File: config.mk
export PLATFORM = sky130hd
export DESIGN_NAME = led_scan_driver
export DESIGN_NICKNAME = d
export VERILOG_FILES = /design/src/rtl/led_scan_driver.sv
export SDC_FILE = /design/constraint.sdc
export NUM_CORES = 1
export LEC_CHECK = 0
export ABC_AREA = 1
export CAP_MARGIN = 10
export CORE_MARGIN = 10
export CORE_UTILIZATION = 50
export DETAILED_ROUTE_END_ITERATION = 16
export DONT_BUFFER_PORTS = 1
export GPL_ROUTABILITY_DRIVEN = 0
export SLEW_MARGIN = 25
export SYNTH_ARGS = -nofsm -noshare
export SYNTH_HDL_FRONTEND = slang
export SYNTH_SLANG_ARGS = --single-unit
File: constraint.sdc
create_clock -name clk -period 2.4 [get_ports clk]
set_clock_uncertainty 0.1 [all_clocks]
set_input_delay 0.48 -clock clk [delete_from_list [all_inputs] [get_ports clk]]
set_output_delay 0.48 -clock clk [all_outputs]
set_load 0.1 [all_outputs]
File: src/rtl/led_scan_driver.sv
// Multiplexed scan driver for a 4-digit common-anode 7-segment display.
// Optional build macro: LEDSCAN_SCROLL_EN (rotates the displayed word every SCROLL_FRAMES frames).
module led_scan_driver #(
    parameter int unsigned DIGIT_CYCLES  = 16,
    parameter int unsigned DEAD_CYCLES   = 2,
    parameter int unsigned SCROLL_FRAMES = 8
) (
    input  logic        clk,
    input  logic        reset,
    input  logic [15:0] msg_data,
    input  logic        msg_load,
    output logic [3:0]  char,
    output logic [3:0]  an,
    output logic [1:0]  digit_idx,
    output logic        frame_done
);

    localparam int unsigned MAX_CYCLES = (DIGIT_CYCLES > DEAD_CYCLES) ? DIGIT_CYCLES : DEAD_CYCLES;
    localparam int unsigned CNT_W      = $clog2(MAX_CYCLES + 1);

    localparam logic ST_BLANK = 1'b0;
    localparam logic ST_ON    = 1'b1;

    logic             state_q, state_d;
    logic [CNT_W-1:0] cnt_q, cnt_d;
    logic [1:0]       idx_q, idx_d;
    logic [15:0]      disp_q, disp_d;
    logic [15:0]      pend_q, pend_d;
    logic             pflag_q, pflag_d;
    logic [3:0]       an_q, an_d;
    logic [3:0]       char_q, char_d;
    logic             fdone_q, fdone_d;

`ifdef LEDSCAN_SCROLL_EN
    localparam int unsigned FCNT_W = $clog2(SCROLL_FRAMES + 1);
    logic [FCNT_W-1:0] fcnt_q, fcnt_d;
`else
    logic unused_scroll;
    assign unused_scroll = (SCROLL_FRAMES == 0);
`endif

    // Next-state, message commit and output decode
    always_comb begin
        state_d = state_q;
        cnt_d   = cnt_q + CNT_W'(1);
        idx_d   = idx_q;
        disp_d  = disp_q;
        pend_d  = pend_q;
        pflag_d = pflag_q;
`ifdef LEDSCAN_SCROLL_EN
        fcnt_d  = fcnt_q;
`endif

        case (state_q)
            ST_BLANK: begin
                if (cnt_q == CNT_W'(DEAD_CYCLES - 1)) begin
                    state_d = ST_ON;
                    cnt_d   = '0;
                end
            end
            default: begin
                if (cnt_q == CNT_W'(DIGIT_CYCLES - 1)) begin
                    state_d = ST_BLANK;
                    cnt_d   = '0;
                    idx_d   = idx_q - 2'd1;
                end
            end
        endcase

        // A load on the frame boundary bypasses the pending register
        if (fdone_q) begin
            if (msg_load) begin
                disp_d  = msg_data;
                pflag_d = 1'b0;
            end else if (pflag_q) begin
                disp_d  = pend_q;
                pflag_d = 1'b0;
            end
`ifdef LEDSCAN_SCROLL_EN
            if (msg_load || pflag_q) begin
                fcnt_d = '0;
            end else if (fcnt_q == FCNT_W'(SCROLL_FRAMES - 1)) begin
                disp_d = {disp_q[11:0], disp_q[15:12]};
                fcnt_d = '0;
            end else begin
                fcnt_d = fcnt_q + FCNT_W'(1);
            end
`endif
        end else if (msg_load) begin
            pend_d  = msg_data;
            pflag_d = 1'b1;
        end

        an_d = 4'hF;
        if (state_d == ST_ON) begin
            an_d = ~(4'b0001 << idx_d);
        end

        case (idx_d)
            2'd3:    char_d = disp_d[15:12];
            2'd2:    char_d = disp_d[11:8];
            2'd1:    char_d = disp_d[7:4];
            default: char_d = disp_d[3:0];
        endcase

        fdone_d = (state_d == ST_ON) && (idx_d == 2'd0) && (cnt_d == CNT_W'(DIGIT_CYCLES - 1));
    end

    always_ff @(posedge clk) begin
        if (reset) begin
            state_q <= ST_BLANK;
            cnt_q   <= '0;
            idx_q   <= 2'd3;
            disp_q  <= 16'h0000;
            pend_q  <= 16'h0000;
            pflag_q <= 1'b0;
            an_q    <= 4'hF;
            char_q  <= 4'h0;
            fdone_q <= 1'b0;
`ifdef LEDSCAN_SCROLL_EN
            fcnt_q  <= '0;
`endif
        end else begin
            state_q <= state_d;
            cnt_q   <= cnt_d;
            idx_q   <= idx_d;
            disp_q  <= disp_d;
            pend_q  <= pend_d;
            pflag_q <= pflag_d;
            an_q    <= an_d;
            char_q  <= char_d;
            fdone_q <= fdone_d;
`ifdef LEDSCAN_SCROLL_EN
            fcnt_q  <= fcnt_d;
`endif
        end
    end

    assign an         = an_q;
    assign char       = char_q;
    assign digit_idx  = idx_q;
    assign frame_done = fdone_q;

endmodule

==> out/results.tsv <==
stage	metric	value	unit
logic_synthesis	synth_xor_area_share	0.3968	%
clock_network	ctsHoldBuffers	0	
clock_network	cts_resized	0	
finish	seq_area	1002	sq um
placed_design	hpwlAfterDp	3.574	mm
placed_design	numPortBuffers	0	
global_route	track_usage	13.50	%
global_route	antenna_found_initial	0	
drt	vias_per_cell	5.023	
logic_synthesis	synthCells	320	
clock_network	cts_tree	yes	
logic_synthesis	synth_top_family_by_area	simple AND/OR/NAND/NOR gates	
global_route	grt_overflow_total	0	
drt	wl_per_cell	12.83	microns
hold_path	min-delay-start	reset	
hold_path	hold_path_end	disp_q[13]	
hold_path	worst_hold_path.num_cells	1	
floorplanning	start_util	51.04	%
worst_setup_path	worstRegToRegCells	12	
power	powerDensity	628.4	nW/um^2
global_route	grt_pass1_wl	8.273	mm
drt	wl	4.912	mm
timing	setup_tns	0	ns
worst_setup_path	end_kind	flip-flop	
timing	fin_crit_sh	84.31	%
worst_setup_path	crit_fanout	8	
timing	setup_viol_count_final	0	
clock_network	path_clk_slew	0.10	ns
worst_setup_path	r2r_start	cnt_q[0]	
floorplanning	core_area	4324	sq um
global_route	grt_pass1_vias	1826	
clock_network	post-cts-setup-buffer-count	0	
timing	min_period	2.023	ns
worst_setup_path	cp_slowest_cell	dfxtp_1	
worst_setup_path	r2r-end	frame_done	
clock_network	clk_path_buf_depth	2	
power	ir_drop	0.0003746	V
clock_network	numCtsBuffers	5	
logic_synthesis	synth.mux.area_fraction	0	%
logic_synthesis	ys_seq_area_share	45.35	%
job	maxCapViolCount	0	
timing	final_hold_viol_count	0	
power	p_leak	1.111	nW
clock_network	cts.sink_count	50	
worst_setup_path	max_stage_delay	0.41	ns
finish	drive_above_1_share	10.27	%
logic_synthesis	synth_seq_cells	50	
global_route	grt_max_degree	26	
placed_design	dp_slack	0.4163	ns
logic_synthesis	syn_area	2207	sq um
logic_synthesis	synthAdderAreaFrac	2.268	%
timing	max_freq	494.2	MHz
timing	slew_headroom	67.33	%
worst_setup_path	path_cells	ha_1 > nand2_1 > nor2_1 > ha_1 > nand2_1 > nand2_1 > nand2_2 > nor2_4 > inv_2 > nor2_1 > inv_2 > nor3_2	
clock_network	cts_max_level	2	
finish	areaGrowthSynthToFinish	9.467	%
floorplanning	dieArea	7472	sq um
hold_path	holdCritPathClass	in -> reg	
worst_setup_path	crit_top_cell	nand2_1	
timing	rsz0062_at_grt	false	
logic_synthesis	synth.distinct_cells	27	
floorplanning	die_h	86.44	microns
floorplanning	rows	24	
finish	num_antenna_cells	0	
drt	drc	0	
logic_synthesis	ys.warnings.count	0	
logic_synthesis	synth_nets	343	
timing	finalWorstSetupSlack	0.3766	ns
drt	firstDrtPassIters	4	
timing	slew_violations	0	
finish	nets	353	
floorplanning	die_w	86.44	microns
clock_network	clockRootBuffer	clkbuf_8	
worst_setup_path	cp-start-kind	flip-flop	
worst_setup_path	crit_required	2.52	ns
worst_setup_path	crit_type	reg -> reg	
timing	worstMarginPinSlew	0.4896	ns
worst_setup_path	r2r_slack	0.38	ns
status	status	finished, final reports clean	
drt	vias	1924	
drt	detail-route-antenna-nets	0	
worst_setup_path	crit_arrival	2.15	ns
logic_synthesis	syn_area_per_cell	6.897	sq um
clock_network	clk_latency	0.30	ns
logic_synthesis	synth_compound_area_share	11.00	%
floorplanning	num_io_pins	30	
finish	multi_input_area	980.9	sq um
logic_synthesis	yosys.area_share.simple	30.78	%
finish	fillCellCount	436	
drt	drtIter0Drc	110	
## critical path, delay by kind of cell (launching register included)
family / cells / cell delay [ns]
adder cells (fa/ha/maj): 2 / 0.40
buffers and inverters: 2 / 0.11
flip-flops: 1 / 0.41
AND/OR/NAND/NOR: 8 / 0.95
## cell usage in the layout (no fill, tap or decap), types with 2 or more instances in the layout
master	Yosys	final
inv_1	40	40
nor3_1	2	2
dfxtp_1	50	49
ha_1	4	4
nor2_1	42	42
a21oi_1	13	13
nor2_2	2	2
o21ai_0	22	22
nand2_1	88	88
buf_4	0	14
clkbuf_8	0	5
nand3b_1	5	5
o21ai_1	4	4
nand3_1	17	17
inv_2	5	5
o22ai_1	4	4
o21bai_1	3	3
## cell families after synthesis
group | Yosys count
AOI/OAI and AO/OA | 46
xor gates and xnor gates | 1
and+or+nand+nor | 162
DFF | 50
adders and majority gates | 4
buffers and inverters | 57
## metrics by stage
| stage | area, sq um | util [%] | cells | total power, W | hold slack (ns) |
|---|---|---|---|---|---|
| 2_1_floorplan | 2207 | - | 320 | 0.001022 | 0.3290 |
| 3_3_place_gp | 2326 | 53.79 | 375 | 0.001049 | 0.3437 |
| 3_5_place_dp | 2326 | 53.79 | 375 | 0.001051 | 0.3471 |
| 4_1_cts | 2416 | 55.87 | 383 | 0.001539 | 0.1212 |
| 5_1_grt | 2416 | 55.87 | 383 | 0.001596 | 0.1096 |
| 6_report | 2416 | 55.87 | 383 | 0.001518 | 0.1410 |
## area by class of cell
class / instances / area share (%)
clock buffers: 5 / 2.848
well taps: 52 / 2.693
inverters: 46 / 7.147
flip-flops and latches: 50 / 41.48
repair buffers: 14 / 4.350
clock inverters: 3 / 0.8804
multi-input cells: 213 / 40.60
## registers in the layout, indices dropped and copies added (netlist names)
register    count
char            4
state_q         1
an              4
pflag_q         1
digit_idx       2
disp_q         16
cnt_q           5
pend_q         16
frame_done      1
## cells in the mapped netlist (all sizes together)
| cell | count | area, sq um |
|---|---|---|
| nand2 | 89 | 336.6 |
| nand3 | 17 | 85.08 |
| xor2 | 1 | 8.760 |
| a21oi | 13 | 65.06 |
| inv | 45 | 168.9 |
| o22ai | 4 | 25.02 |
| clkbuf | 6 | 22.52 |
| o21bai | 3 | 22.52 |
| ha | 4 | 50.05 |
| nor4 | 1 | 6.260 |
| nand4 | 1 | 6.260 |
| nand3b | 5 | 37.54 |
| o21ai | 26 | 130.1 |
| nor2 | 45 | 181.4 |
| clkinv | 1 | 3.750 |
| nor3 | 3 | 20.02 |
| buf | 5 | 30.02 |
| dfxtp | 50 | 1001 |
| or2 | 1 | 6.260 |
## power breakdown
group | total, W | switching [W] | internal (W)
sequential | 0.000883 | 0.0000201 | 0.000863
clock | 0.000486 | 0.000281 | 0.000205
combinational | 0.000150 | 0.000101 | 0.0000483
total | 0.00152 | 0.000402 | 0.00112
## routing by layer
layer | up-vias | part of all wire, % | global-route usage, % | routed length (microns)
li1 | 1005 | - | - | -
met1 | 881 | 45 | 15.88 | 2233
met2 | 31 | 48 | 22.42 | 2360
met3 | 7 | 4.9 | 3.752 | 241
met4 | 0 | 1.5 | 5.744 | 76
met5 | - | 0 | 0 | 0
## worst max path at each step
stage                 start         end  slack (ns)  cells past startpoint
6_report           cnt_q[0]  frame_done        0.38                     12
4_1_cts            cnt_q[0]  frame_done        0.36                     12
2_1_floorplan  digit_idx[0]  frame_done        0.44                      8
3_3_place_gp       cnt_q[0]     char[3]        0.48                     12
5_1_grt            cnt_q[0]  frame_done        0.15                     12
3_5_place_dp       cnt_q[0]  frame_done        0.42                     12
Note: power is estimated with default switching activity, not from simulation.
